File: config.mk
export PLATFORM = sky130hd
export DESIGN_NAME = mysystem_nios2_mul_result_stage
export DESIGN_NICKNAME = d
export VERILOG_FILES = /design/src/rtl/mysystem_nios2_mul_pkg.sv /design/src/rtl/mysystem_nios2_mul_wb_fifo.sv /design/src/rtl/mysystem_nios2_mul_result_stage.sv
export SDC_FILE = /design/constraint.sdc
export NUM_CORES = 1
export LEC_CHECK = 0
export CAP_MARGIN = 25
export CORE_ASPECT_RATIO = 0.5
export CORE_MARGIN = 2
export CORE_UTILIZATION = 49
export DETAILED_ROUTE_END_ITERATION = 10
export PLACE_DENSITY = 0.8
export REMOVE_ABC_BUFFERS = 1
export SLEW_MARGIN = 20
export SYNTH_ARGS = -nofsm -noshare
export SYNTH_HDL_FRONTEND = slang
export SYNTH_SLANG_ARGS = --single-unit
File: constraint.sdc
create_clock -name clk -period 3.26 [get_ports clk]
set_input_delay 0.815 -clock clk [delete_from_list [all_inputs] [get_ports clk]]
set_output_delay 0.815 -clock clk [all_outputs]
set_load 0.005 [all_outputs]
File: src/rtl/mysystem_nios2_mul_pkg.sv
// Shared types and default widths for the Nios II multiply result stage.
package mysystem_nios2_mul_pkg;

  localparam int MUL_DATA_W_DEF = 32;
  localparam int MUL_TAG_W_DEF  = 5;

  typedef enum logic {
    MUL_LO = 1'b0,
    MUL_HI = 1'b1
  } mul_half_e;

  typedef struct packed {
    logic                     valid;
    logic [MUL_TAG_W_DEF-1:0] dst;
    mul_half_e                half;
  } mul_tag_t;

endpackage

File: src/rtl/mysystem_nios2_mul_wb_fifo.sv
// Small synchronous FIFO feeding the register-file writeback port.
module mysystem_nios2_mul_wb_fifo #(
  parameter int W     = 37,
  parameter int DEPTH = 2
) (
  input  logic         clk,
  input  logic         reset,
  input  logic         push_i,
  input  logic [W-1:0] push_data_i,
  input  logic         pop_i,
  output logic [W-1:0] head_o,
  output logic         full_o,
  output logic         empty_o
);

  localparam int PTR_W = (DEPTH > 1) ? $clog2(DEPTH) : 1;
  localparam int CNT_W = $clog2(DEPTH + 1);

  logic [W-1:0]     mem_q [DEPTH];
  logic [PTR_W-1:0] wr_ptr_q, rd_ptr_q;
  logic [CNT_W-1:0] count_q;

  // DEPTH is a power of two, so pointer overflow is the modulo wrap.
  always_ff @(posedge clk) begin
    if (reset) begin
      wr_ptr_q <= '0;
      rd_ptr_q <= '0;
      count_q  <= '0;
      for (int i = 0; i < DEPTH; i++) mem_q[i] <= '0;
    end else begin
      if (push_i) begin
        mem_q[wr_ptr_q] <= push_data_i;
        wr_ptr_q        <= wr_ptr_q + PTR_W'(1);
      end
      if (pop_i) rd_ptr_q <= rd_ptr_q + PTR_W'(1);
      count_q <= count_q + CNT_W'(push_i) - CNT_W'(pop_i);
    end
  end

  assign head_o  = mem_q[rd_ptr_q];
  assign full_o  = (count_q == CNT_W'(DEPTH));
  assign empty_o = (count_q == '0);

endmodule

File: src/rtl/mysystem_nios2_mul_result_stage.sv
// Tags multiplies through the cell's M/A stages, picks the product half and
// queues results for writeback, stalling the cell when the queue cannot drain.
module mysystem_nios2_mul_result_stage
  import mysystem_nios2_mul_pkg::*;
#(
  parameter int DATA_W = MUL_DATA_W_DEF,
  parameter int TAG_W  = MUL_TAG_W_DEF,
  parameter int DEPTH  = 2
) (
  input  logic                clk,
  input  logic                reset,
  input  logic                E_mul_valid,
  input  logic [TAG_W-1:0]    E_mul_dst,
  input  logic                E_mul_hi,
  input  logic                M_en,
  input  logic                A_en,
  input  logic                flush,
  input  logic [2*DATA_W-1:0] A_mul_cell_result,
  input  logic                wb_ready,
  output logic                wb_valid,
  output logic [TAG_W-1:0]    wb_dst,
  output logic [DATA_W-1:0]   wb_data,
  output logic                stall_req,
  output logic                mul_busy
);

  logic             vm_q, vm_d, va_q, va_d;
  logic [TAG_W-1:0] dstm_q, dstm_d, dsta_q, dsta_d;
  mul_half_e        hm_q, hm_d, ha_q, ha_d;

  logic              fifo_full, fifo_empty, full_eff, push, pop;
  logic [DATA_W-1:0] sel;
  logic [TAG_W+DATA_W-1:0] head;

  assign pop       = wb_valid & wb_ready;
  assign full_eff  = fifo_full & ~pop;
  assign push      = va_q & ~full_eff & ~flush;
  assign stall_req = va_q & full_eff;

  always_comb begin
    vm_d   = vm_q;
    dstm_d = dstm_q;
    hm_d   = hm_q;
    va_d   = va_q;
    dsta_d = dsta_q;
    ha_d   = ha_q;
    if (M_en) begin
      vm_d   = E_mul_valid;
      dstm_d = E_mul_dst;
      hm_d   = mul_half_e'(E_mul_hi);
    end
    // A tag moves with the cell output register so it always matches the product.
    if (A_en) begin
      va_d   = vm_q;
      dsta_d = dstm_q;
      ha_d   = hm_q;
    end else if (push) begin
      va_d = 1'b0;
    end
    if (flush) begin
      vm_d = 1'b0;
      va_d = 1'b0;
    end
  end

  always_ff @(posedge clk) begin
    if (reset) begin
      vm_q   <= 1'b0;
      dstm_q <= '0;
      hm_q   <= MUL_LO;
      va_q   <= 1'b0;
      dsta_q <= '0;
      ha_q   <= MUL_LO;
    end else begin
      vm_q   <= vm_d;
      dstm_q <= dstm_d;
      hm_q   <= hm_d;
      va_q   <= va_d;
      dsta_q <= dsta_d;
      ha_q   <= ha_d;
    end
  end

  assign sel = (ha_q == MUL_HI) ? A_mul_cell_result[2*DATA_W-1:DATA_W]
                                : A_mul_cell_result[DATA_W-1:0];

  mysystem_nios2_mul_wb_fifo #(
    .W     (TAG_W + DATA_W),
    .DEPTH (DEPTH)
  ) u_wb_fifo (
    .clk         (clk),
    .reset       (reset),
    .push_i      (push),
    .push_data_i ({dsta_q, sel}),
    .pop_i       (pop),
    .head_o      (head),
    .full_o      (fifo_full),
    .empty_o     (fifo_empty)
  );

  assign wb_valid = ~fifo_empty;
  assign wb_dst   = head[TAG_W+DATA_W-1:DATA_W];
  assign wb_data  = head[DATA_W-1:0];
  assign mul_busy = vm_q | va_q | ~fifo_empty;

endmodule

==> impl_metrics.json, run 1 <==
{
  "max_stage_delay_ps": 490,
  "critPathLaunchType": "primary input",
  "crit_required_ps": 2440,
  "gp_congestion": 0.7297,
  "hold_path.class": "register to register",
  "drt_pass1_iterations": 4,
  "max-clock-path-buffers": 2,
  "first_global_vias": 3048,
  "hold_violations": 0,
  "post_cts_buffers": 0,
  "yosysMostFrequentCell": "edfxtp_1",
  "setup_ws_ps": 190.1,
  "tns_ps": 0,
  "coreArea_um2": 8828,
  "drt_iter0_markers": 168,
  "rsz0062_at_grt": "no",
  "viasPerCell": 5.250,
  "vdd_drop_max_mv": 0.3220,
  "max-cap-violations": 0,
  "die_x_um": 139.6,
  "maxSlewViolCount": 0,
  "yosysWarnings": 0,
  "num_antenna_cells": 0,
  "worst_slew_pin_slew_ps": 648.2,
  "cts_hold_buf": 0,
  "die_h_um": 71.79,
  "setup_viol": 0,
  "drt-wirelength-per-cell_um": 17.36,
  "postSynthCellCount": 319,
  "numCtsBuffers": 9,
  "synth_edf_count": 74,
  "fmax_ghz": 0.3257,
  "start_util_pct": 51.01,
  "yosysTopAreaCellShare_pct": 49.35,
  "layout.core_utilization_pct": 67.84,
  "grt_pass1_wl_mm": 15.26,
  "syn_avg_cell_area_um2": 14.12,
  "outcome": "completed",
  "synth_area_leaders": "edfxtp_1, mux2i_1, mux2_2",
  "rows": 24,
  "ys.flop_type": "edfxtp_1",
  "synth_common_cells": "edfxtp_1, mux2i_1, nor3_2",
  "dp_hpwl_mm": 6.465,
  "synth_area_um2": 4503,
  "fin_area_um2": 5989,
  "drive_above_1_share_pct": 25.06,
  "htreeDepth": 3,
  "vias": 2877,
  "drcViolationCount": 0,
  "final_nets": 505,
  "crit_path_cell_trace": "clkdlybuf4s50_1, nor3b_4, and2_2, clkdlybuf4s50_1",
  "reg2regPathDepth": 4,
  "grt.overflow.total": 0,
  "post-place-ws_ps": 176.8,
  "end_kind": "primary output",
  "drt-total-wl_mm": 9.514,
  "yosysUniqueCellTypes": 32,
  "grtUsageTotal_pct": 19.57,
  "holdWs_ps": 487.9,
  "path_common_cell": "clkdlybuf4s50_1",
  "ys_ff_latch": 93,
  "fin_skew_ps": 5.353,
  "cts_tree": "built",
  "max_slew_margin_pct": 56.78,
  "clkLatencyLatePin_ps": 330,
  "yosysSeqAreaShare_pct": 57.79,
  "clkTransAtPathRegs_ps": 60,
  "worstSetupPathType": "primary input to primary output",
  "ant_nets": 0,
  "arrival_ps": 2250,
  "grt_max_degree": 55,
  "crit_path_top_delay_cell": "clkdlybuf4s50_1",
  "area_growth_pct": 33.01,
  "critPathMaxFanout": 6,
  "fill_cells": 635,
  "ys_async_sr_fraction_pct": 0,
  "hold_depth": 2,
  "cts_root_buf": "clkbuf_16",
  "cts.sinks": 93,
  "portBuffers": 116,
  "period_minus_slack_ps": 3070,
  "post_cts_resized": 0,
  "die_area_um2": 10020,
  "pwr_density_cell_nw_per_um2": 453.2,
  "io_pins": 117,
  "antenna_found_initial": 0,
  "fin_crit_sh_pct": 94.17,
  "yosys.area.top_type": "edfxtp_1",
  "p_leak_nw": 2.021,
  "place_area_um2": 5707
}
==> report_power, final <==
group | leakage (nW) | internal (mW) | switching [mW] | total, mW
combinational | 0.970 | 0.275 | 0.167 | 0.443
sequential | 0.924 | 1.32 | 0.0353 | 1.36
clock | 0.127 | 0.514 | 0.400 | 0.914
total | 2.02 | 2.11 | 0.603 | 2.71
==> per-layer routing <==
metal | global-route usage [%] | routed length [um] | vias to the layer above
met5 | 0 | 0 | -
met1 | 22.19 | 3836 | 1421
met2 | 37.69 | 5282 | 50
met3 | 4.880 | 325 | 6
met4 | 4.889 | 69 | 0
li1 | - | - | 1400
==> kinds of logic after synthesis <==
| group | share of synthesized area (%) |
|---|---|
| DFF | 57.79 |
| AOI/OAI and AO/OA | 0.4726 |
| buffers and inverters | 4.279 |
| adders and majority gates | 0.5556 |
| xor gates and xnor gates | 0.3891 |
| and+or+nand+nor | 17.25 |
| muxes | 19.26 |
==> critical path: cells and delay by family <==
| family | cells | cell delay (ps) |
|---|---|---|
| AND/OR/NAND/NOR | 2 | 490 |
| buffers and inverters | 2 | 950 |
==> state kept, by name, summed over array words and instances (netlist names), named ones only <==
name	flops
vm_q	1
dstm_q	5
u_wb_fifo.wr_ptr_q	1
hm_q	1
va_q	1
u_wb_fifo.mem_q	74
ha_q	1
u_wb_fifo.rd_ptr_q	1
u_wb_fifo.count_q	2
dsta_q	5
==> path summary, 6_finish.rpt <==
kind	end	from	slack, ps
worst min register to register	va_q$_SDFFE_PP0P_	vm_q$_SDFFE_PP0P_	490
worst max register to register	u_wb_fifo.mem_q[1][29]$_SDFFCE_PN0P_	u_wb_fifo.count_q[1]$_SDFF_PP0_	1400
worst min-delay path	va_q$_SDFFE_PP0P_	vm_q$_SDFFE_PP0P_	490
worst max-delay path	stall_req	wb_ready	190
==> through the flow <==
stage,cells,power (mW)
2_1_floorplan,291,1.551
3_3_place_gp,531,1.812
3_5_place_dp,531,1.827
4_1_cts,547,2.737
5_1_grt,548,2.815
6_report,548,2.715
==> area by class of cell <==
cell class	count	area [um2]	area share [%]
flip-flops and latches	93	2605	43.49
multi-input cells	196	1712	28.58
repair buffers	124	1264	21.10
clock buffers	13	240.2	4.011
well taps	117	146.4	2.444
clock inverters	3	15.01	0.2507
inverters	2	7.507	0.1253
==> cells in the final DEF, fill, tap and decap left out, drive strengths merged, types with 2 or more instances in the layout <==
cell,instances
nor3b,6
mux2i,45
buf,9
and2,7
nor3,67
clkbuf,13
clkdlybuf4s50,115
nor2,16
nand2b,3
edfxtp,74
or3,2
inv,2
ha,2
clkinv,3
mux2,37
dfxtp,19
(Power assumes the default switching activity.)
==> run 2, diff against run 1 <==
--- a/config.mk
+++ b/config.mk
@@ -6,11 +6,14 @@
 export NUM_CORES = 1
 export LEC_CHECK = 0
 export CAP_MARGIN = 25
+export CELL_PAD_IN_SITES_DETAIL_PLACEMENT = 1
+export CELL_PAD_IN_SITES_GLOBAL_PLACEMENT = 1
 export CORE_ASPECT_RATIO = 0.5
 export CORE_MARGIN = 2
-export CORE_UTILIZATION = 49
+export CORE_UTILIZATION = 39
+export CTS_CLUSTER_DIAMETER = 150
 export DETAILED_ROUTE_END_ITERATION = 10
-export PLACE_DENSITY = 0.8
+export PLACE_DENSITY_LB_ADDON = 0.1
 export REMOVE_ABC_BUFFERS = 1
 export SLEW_MARGIN = 20
 export SYNTH_ARGS = -nofsm -noshare
==> run 2 against run 1 <==
Effect of this change:
- combinational power about the same
- register-to-register slack gained 30 ps
- wire length up 10%
- global-route usage shrank 1.9 points
- largest cell class unchanged
- hold slack improved by 14 ps
- final cell count rose by 5.5%
- core utilization decreased by 13 points
- critical endpoint unchanged
- sequential power barely moved
==> impl_metrics.json, run 2 (synthesized netlist as in run 1, its figures left out) <==
{
  "hold_violations": 0,
  "rows": 27,
  "cts_root_buf": "clkbuf_16",
  "critPathTopFamily": "buffers and inverters",
  "mostFrequentLayoutCells": "clkdlybuf4s50_1, edfxtp_1, mux2i_1",
  "clkTransAtPathRegs_ps": 70,
  "drt_pass1_iterations": 4,
  "path_common_cell": "clkdlybuf4s50_1",
  "drt-wirelength-per-cell_um": 18.11,
  "drt-total-wl_mm": 10.47,
  "worst_slew_pin_slew_ps": 588.1,
  "ant_nets": 0,
  "htreeDepth": 3,
  "drive_above_1_share_pct": 26.10,
  "holdCritStartpoint": "vm_q$_SDFFE_PP0P_",
  "portBuffers": 116,
  "max-clock-path-buffers": 2,
  "whs_endpoint": "va_q$_SDFFE_PP0P_",
  "reg2reg_slack_ps": 1430,
  "start_util_pct": 40.52,
  "rsz0062_at_grt": "no",
  "tns_ps": 0,
  "maxSlewViolCount": 0,
  "fin_area_um2": 6085,
  "post_cts_buffers": 0,
  "cts_hold_buf": 0,
  "grt.overflow.total": 0,
  "crit_path_top_delay_cell": "clkdlybuf4s50_1",
  "die_area_um2": 12470,
  "fin_skew_ps": 8.574,
  "numCtsBuffers": 9,
  "fill_cells": 1105,
  "r2r-end": "u_wb_fifo.mem_q[1][1]$_SDFFCE_PN0P_",
  "io_pins": 117,
  "p_leak_nw": 2.050,
  "fin_crit_sh_pct": 94.27,
  "dp_hpwl_mm": 7.256,
  "hold_path.class": "register to register",
  "period_minus_slack_ps": 3073,
  "drcViolationCount": 0,
  "antenna_found_initial": 0,
  "vdd_drop_max_mv": 0.3828,
  "end_kind": "primary output",
  "cts_tree": "built",
  "die_h_um": 79.98,
  "largest_register": "u_wb_fifo.mem_q",
  "crit_buf_inv": 2,
  "critPathLaunchType": "primary input",
  "layout_commonest_cell": "clkdlybuf4s50_1",
  "area_growth_pct": 35.12,
  "reg.largest.list": "u_wb_fifo.mem_q (74), dsta_q (5), dstm_q (5)",
  "hold_depth": 2,
  "die_x_um": 156.0,
  "vias": 2933,
  "max-cap-violations": 0,
  "reg2regPathDepth": 4,
  "post_cts_resized": 0,
  "num_antenna_cells": 0,
  "crit_path_cell_trace": "clkdlybuf4s50_1, nor3b_4, and2_2, clkdlybuf4s50_1",
  "grt_pass1_wl_mm": 16.55,
  "gp_congestion": 0.7484,
  "cts.sinks": 93,
  "final_nets": 507,
  "worstSetupPathType": "primary input to primary output",
  "grtUsageTotal_pct": 17.69,
  "arrival_ps": 2260,
  "max_stage_delay_ps": 490,
  "grt_max_degree": 50,
  "viasPerCell": 5.074,
  "fmax_ghz": 0.3254,
  "setup_viol": 0,
  "r2r-start": "u_wb_fifo.count_q[1]$_SDFF_PP0_",
  "max_slew_margin_pct": 60.79,
  "clkLatencyLatePin_ps": 340,
  "pwr_density_cell_nw_per_um2": 468.7,
  "crit_required_ps": 2440,
  "drt_iter0_markers": 128,
  "place_area_um2": 5757,
  "first_global_vias": 3287,
  "coreArea_um2": 11110,
  "outcome": "completed",
  "critPathMaxFanout": 6,
  "largest_reg_flops": 74
}
run 2: cell count changes in the layout (fill, tap and decap cells not counted), sizes merged:
cell,delta
buf,+2
run 2: layout make-up:
| cell class | instances | area (um2) | area share (%) |
|---|---|---|---|
| Sequential cell | 93 | 2605 | 42.81 |
| Multi-Input combinational cell | 196 | 1712 | 28.13 |
| Tap cell | 145 | 181.4 | 2.982 |
| Clock inverter | 3 | 26.28 | 0.4318 |
| Inverter | 2 | 7.507 | 0.1234 |
| Clock buffer | 13 | 281.5 | 4.627 |
| Timing Repair Buffer | 126 | 1271 | 20.89 |
run 2: worst max path at each step:
stage | slack (ps) | depth (start not counted) | end | from
floorplan | 0.5 | 3 | u_wb_fifo.mem_q[1][0]$_SDFFCE_PN0P_ | flush
global placement | 210 | 4 | stall_req | wb_ready
detailed placement | 170 | 4 | stall_req | wb_ready
CTS | 160 | 4 | stall_req | wb_ready
global route | 70 | 4 | stall_req | wb_ready
finish | 190 | 4 | stall_req | wb_ready
run 2: layer usage:
metal / share of wire, % / vias to the layer above / track usage [%]
met5: 0 / - / 0
met4: 1.0 / 0 / 5.046
met3: 4.8 / 10 / 4.397
met2: 52 / 66 / 33.05
met1: 42 / 1459 / 20.32
li1: - / 1398 / -
run 2: worst register-to-register path, delay by kind of cell (launching register included):
kind	cells	cell delay (ps)
AND/OR/NAND/NOR	3	860
flip-flops	1	340
buffers and inverters	1	280
run 2: stage by stage:
stage / total power, mW / utilization, % / std cells / setup WS (ps) / hold slack (ps)
2_1_floorplan: 1.551 / - / 291 / 0.4963 / 447.1
3_3_place_gp: 1.821 / 51.80 / 561 / 210.1 / 471.9
3_5_place_dp: 1.835 / 51.80 / 561 / 170.5 / 504.6
4_1_cts: 2.881 / 54.56 / 577 / 160.2 / 512.8
5_1_grt: 2.954 / 54.75 / 578 / 74.90 / 552.4
6_report: 2.852 / 54.75 / 578 / 186.8 / 502.3
run 2: power breakdown:
| part | switching (mW) | leakage, nW | total, mW | internal, mW |
|---|---|---|---|---|
| Clock | 0.437 | 0.151 | 1.05 | 0.610 |
| Combinational | 0.168 | 0.976 | 0.444 | 0.276 |
| Sequential | 0.0387 | 0.924 | 1.36 | 1.32 |
==> run 3, diff against run 2 <==
--- a/config.mk
+++ b/config.mk
@@ -5,12 +5,13 @@
 export SDC_FILE = /design/constraint.sdc
 export NUM_CORES = 1
 export LEC_CHECK = 0
+export ABC_CLOCK_PERIOD_IN_PS = 3260
 export CAP_MARGIN = 25
 export CELL_PAD_IN_SITES_DETAIL_PLACEMENT = 1
 export CELL_PAD_IN_SITES_GLOBAL_PLACEMENT = 1
 export CORE_ASPECT_RATIO = 0.5
 export CORE_MARGIN = 2
-export CORE_UTILIZATION = 39
+export CORE_UTILIZATION = 40
 export CTS_CLUSTER_DIAMETER = 150
 export DETAILED_ROUTE_END_ITERATION = 10
 export PLACE_DENSITY_LB_ADDON = 0.1
@@ -18,4 +19,5 @@
 export SLEW_MARGIN = 20
 export SYNTH_ARGS = -nofsm -noshare
 export SYNTH_HDL_FRONTEND = slang
+export SYNTH_HIERARCHICAL = 1
 export SYNTH_SLANG_ARGS = --single-unit
==> constraint.sdc (replaced) <==
create_clock -name clk -period 3.26 [get_ports clk]
set_input_delay 0.489 -clock clk [delete_from_list [all_inputs] [get_ports clk]]
set_output_delay 0.489 -clock clk [all_outputs]
set_load 0.005 [all_outputs]
==> run 3 against run 2 <==
Effect of this change:
- flip-flop and latch count did not move
- synthesized cell count rose by 9.7%
- via count rose by 0.65%
- final cell count rose by 9.2%
- fmax rose by 15%
- count of clock-buffer cells in the layout fell by 3
- first-iteration DRC count fell by 3.9%
- area after synthesis rose by 5.2%
- worst setup slack improved by 400 ps
- register-to-register slack got worse by 280 ps
- core utilization fell by 1.4 points
- largest power group unchanged
==> impl_metrics.json, run 3 <==
{
  "fin_crit_sh_pct": 81.86,
  "post_cts_resized": 0,
  "worst_slew_pin_slew_ps": 713.3,
  "tns_ps": 0,
  "post_cts_buffers": 0,
  "drt-wirelength-per-cell_um": 15.81,
  "syn_avg_cell_area_um2": 13.54,
  "portBuffers": 116,
  "clkTransAtPathRegs_ps": 70,
  "critPathTopFamily": "flip-flops",
  "ys_ff_latch": 93,
  "synth_common_cells": "nor2_1, edfxtp_1, mux2_4",
  "largest_reg_flops": 74,
  "pwr_density_cell_nw_per_um2": 476.8,
  "arrival_ps": 2180,
  "ant_nets": 0,
  "max-cap-violations": 0,
  "yosysWarnings": 6,
  "io_pins": 117,
  "p_switching_mw": 0.6827,
  "fmax_ghz": 0.3747,
  "postSynthCellCount": 350,
  "rsz0062_at_grt": "no",
  "drt_pass1_iterations": 4,
  "vias": 2952,
  "yosysTopAreaCellShare_pct": 46.90,
  "max-clock-path-buffers": 2,
  "internal_power_mw": 2.283,
  "ys.flop_type": "edfxtp_1",
  "critPathMaxFanout": 21,
  "crit_path_top_delay_cell": "dfxtp_2",
  "hold_violations": 0,
  "final_nets": 540,
  "worstSetupPathType": "register to primary output",
  "first_global_vias": 3218,
  "synth_edf_count": 74,
  "synth_area_leaders": "edfxtp_1, mux2_4, dfxtp_1",
  "vdd_drop_max_mv": 0.2311,
  "max_stage_delay_ps": 790,
  "htreeDepth": 3,
  "p_leak_nw": 2.328,
  "largest_register": "u_wb_fifo/mem_q",
  "start_util_pct": 40.62,
  "fill_cells": 1184,
  "synth_area_um2": 4738,
  "yosys.area.top_type": "edfxtp_1",
  "outcome": "completed",
  "clkLatencyLatePin_ps": 330,
  "fin_cells": 631,
  "netSwitchingFraction_pct": 23.02,
  "grt_max_degree": 56,
  "grt.overflow.total": 0,
  "rows": 28,
  "drt_iter0_markers": 123,
  "drive_above_1_share_pct": 21.24,
  "drcViolationCount": 0,
  "crit_path_cell_trace": "buf_12, mux2_4, clkdlybuf4s50_1",
  "cts_hold_buf": 0,
  "maxSlewViolCount": 0,
  "setup_viol": 0,
  "viasPerCell": 4.678,
  "yosysSeqAreaShare_pct": 54.92,
  "die_x_um": 157.9,
  "dp_hpwl_mm": 6.782,
  "die_h_um": 80.96,
  "yosysUniqueCellTypes": 25,
  "fin_skew_ps": 9.149,
  "layout_commonest_cell": "clkdlybuf4s50_1",
  "area_growth_pct": 31.26,
  "critPathLaunchType": "register",
  "coreArea_um2": 11670,
  "dp.cells": 615,
  "grt_pass1_wl_mm": 15.46,
  "crit_buf_inv": 2,
  "cts_tree": "built",
  "hold_path.class": "primary input to register",
  "gp_congestion": 0.6892,
  "die_area_um2": 12790,
  "ys_async_sr_fraction_pct": 0,
  "cts_root_buf": "clkbuf_16",
  "drt-total-wl_mm": 9.979,
  "max_slew_margin_pct": 52.45,
  "p_clk_share_pct": 32.9,
  "reg.largest.list": "u_wb_fifo/mem_q (74), dsta_q (5), dstm_q (5)",
  "antenna_found_initial": 0,
  "end_kind": "primary output",
  "num_antenna_cells": 0,
  "period_minus_slack_ps": 2669,
  "cts.sinks": 93,
  "p_seq_share_pct": 46.7,
  "yosysMostFrequentCell": "nor2_1",
  "grtUsageTotal_pct": 15.91,
  "crit_required_ps": 2770,
  "mostFrequentLayoutCells": "clkdlybuf4s50_1, nor2_1, edfxtp_1",
  "pwr-share-comb_pct": 20.4,
  "numCtsBuffers": 9
}
-- run 3: cell type report --
class,instances,area (um2),share of cell area [%]
flip-flops and latches,93,2605,41.88
clock inverters,6,47.55,0.7644
inverters,4,15.01,0.2414
repair buffers,123,1234,19.83
multi-input cells,230,1873,30.11
well taps,165,206.4,3.319
clock buffers,10,239.0,3.842
-- run 3: path summary, 6_finish.rpt --
check                                  start                                    to  slack [ps]  cells past startpoint
max                                 register                           wb_data[15]         590                      3
min                                    reset                              register         350                      2
max reg2reg  u_wb_fifo/count_q[1]$_SDFF_PP0_  u_wb_fifo/mem_q[0][32]$_SDFFCE_PN0P_        1150                      6
min reg2reg           dsta_q[0]$_SDFFE_PP0P_                dsta_q[0]$_SDFFE_PP0P_         510                      2
-- run 3: worst reg2reg max path, stage by stage, from the launching register on --
cell	delay, ps
dfxtp_1	380
nor2_1	70
nand2b_1	190
a21oi_1	400
nand2b_4	90
nand2b_2	420
buf_12	250
-- run 3: power groups by stage --
| stage | clock [mW] | combinational, mW | sequential, mW |
|---|---|---|---|
| finish | 0.976 | 0.604 | 1.39 |
| global route | 1.04 | 0.650 | 1.40 |
| CTS | 1.01 | 0.615 | 1.39 |
| detailed placement | 0 | 0.611 | 1.41 |
| global placement | 0 | 0.601 | 1.41 |
| floorplan | 0 | 0.298 | 1.42 |
-- run 3: cells by family (layout without fill, tap and decap cells) --
logic type,count (synthesis),in the layout,synth area share (%)
and+or+nand+nor,141,141,13.94
DFF,93,93,54.92
muxes,82,82,23.82
buffers and inverters,27,143,5.651
AOI/OAI and AO/OA,3,3,0.4753
adders and majority gates,2,2,0.5280
xor gates and xnor gates,2,2,0.6602
-- run 3: metal layers --
layer	vias up	global-route usage [%]	share of wire (%)
li1	1424	-	-
met1	1465	17.74	43
met2	57	30.35	52
met3	6	4.055	3.7
met4	0	4.636	0.80
met5	-	0	0
-- run 3: per-stage QoR --
step	hold slack [ps]	total power [mW]	instance area [um2]	utilization (%)	worst slack (ps)
4_1_cts	340.0	3.009	6220	53.31	552.8
2_1_floorplan	457.9	1.713	4486	-	250.1
6_report	347.3	2.966	6220	53.31	591.2
3_3_place_gp	477.8	2.009	5933	50.86	744.9
5_1_grt	349.2	3.085	6220	53.31	496.0
3_5_place_dp	498.1	2.025	5933	50.86	679.7
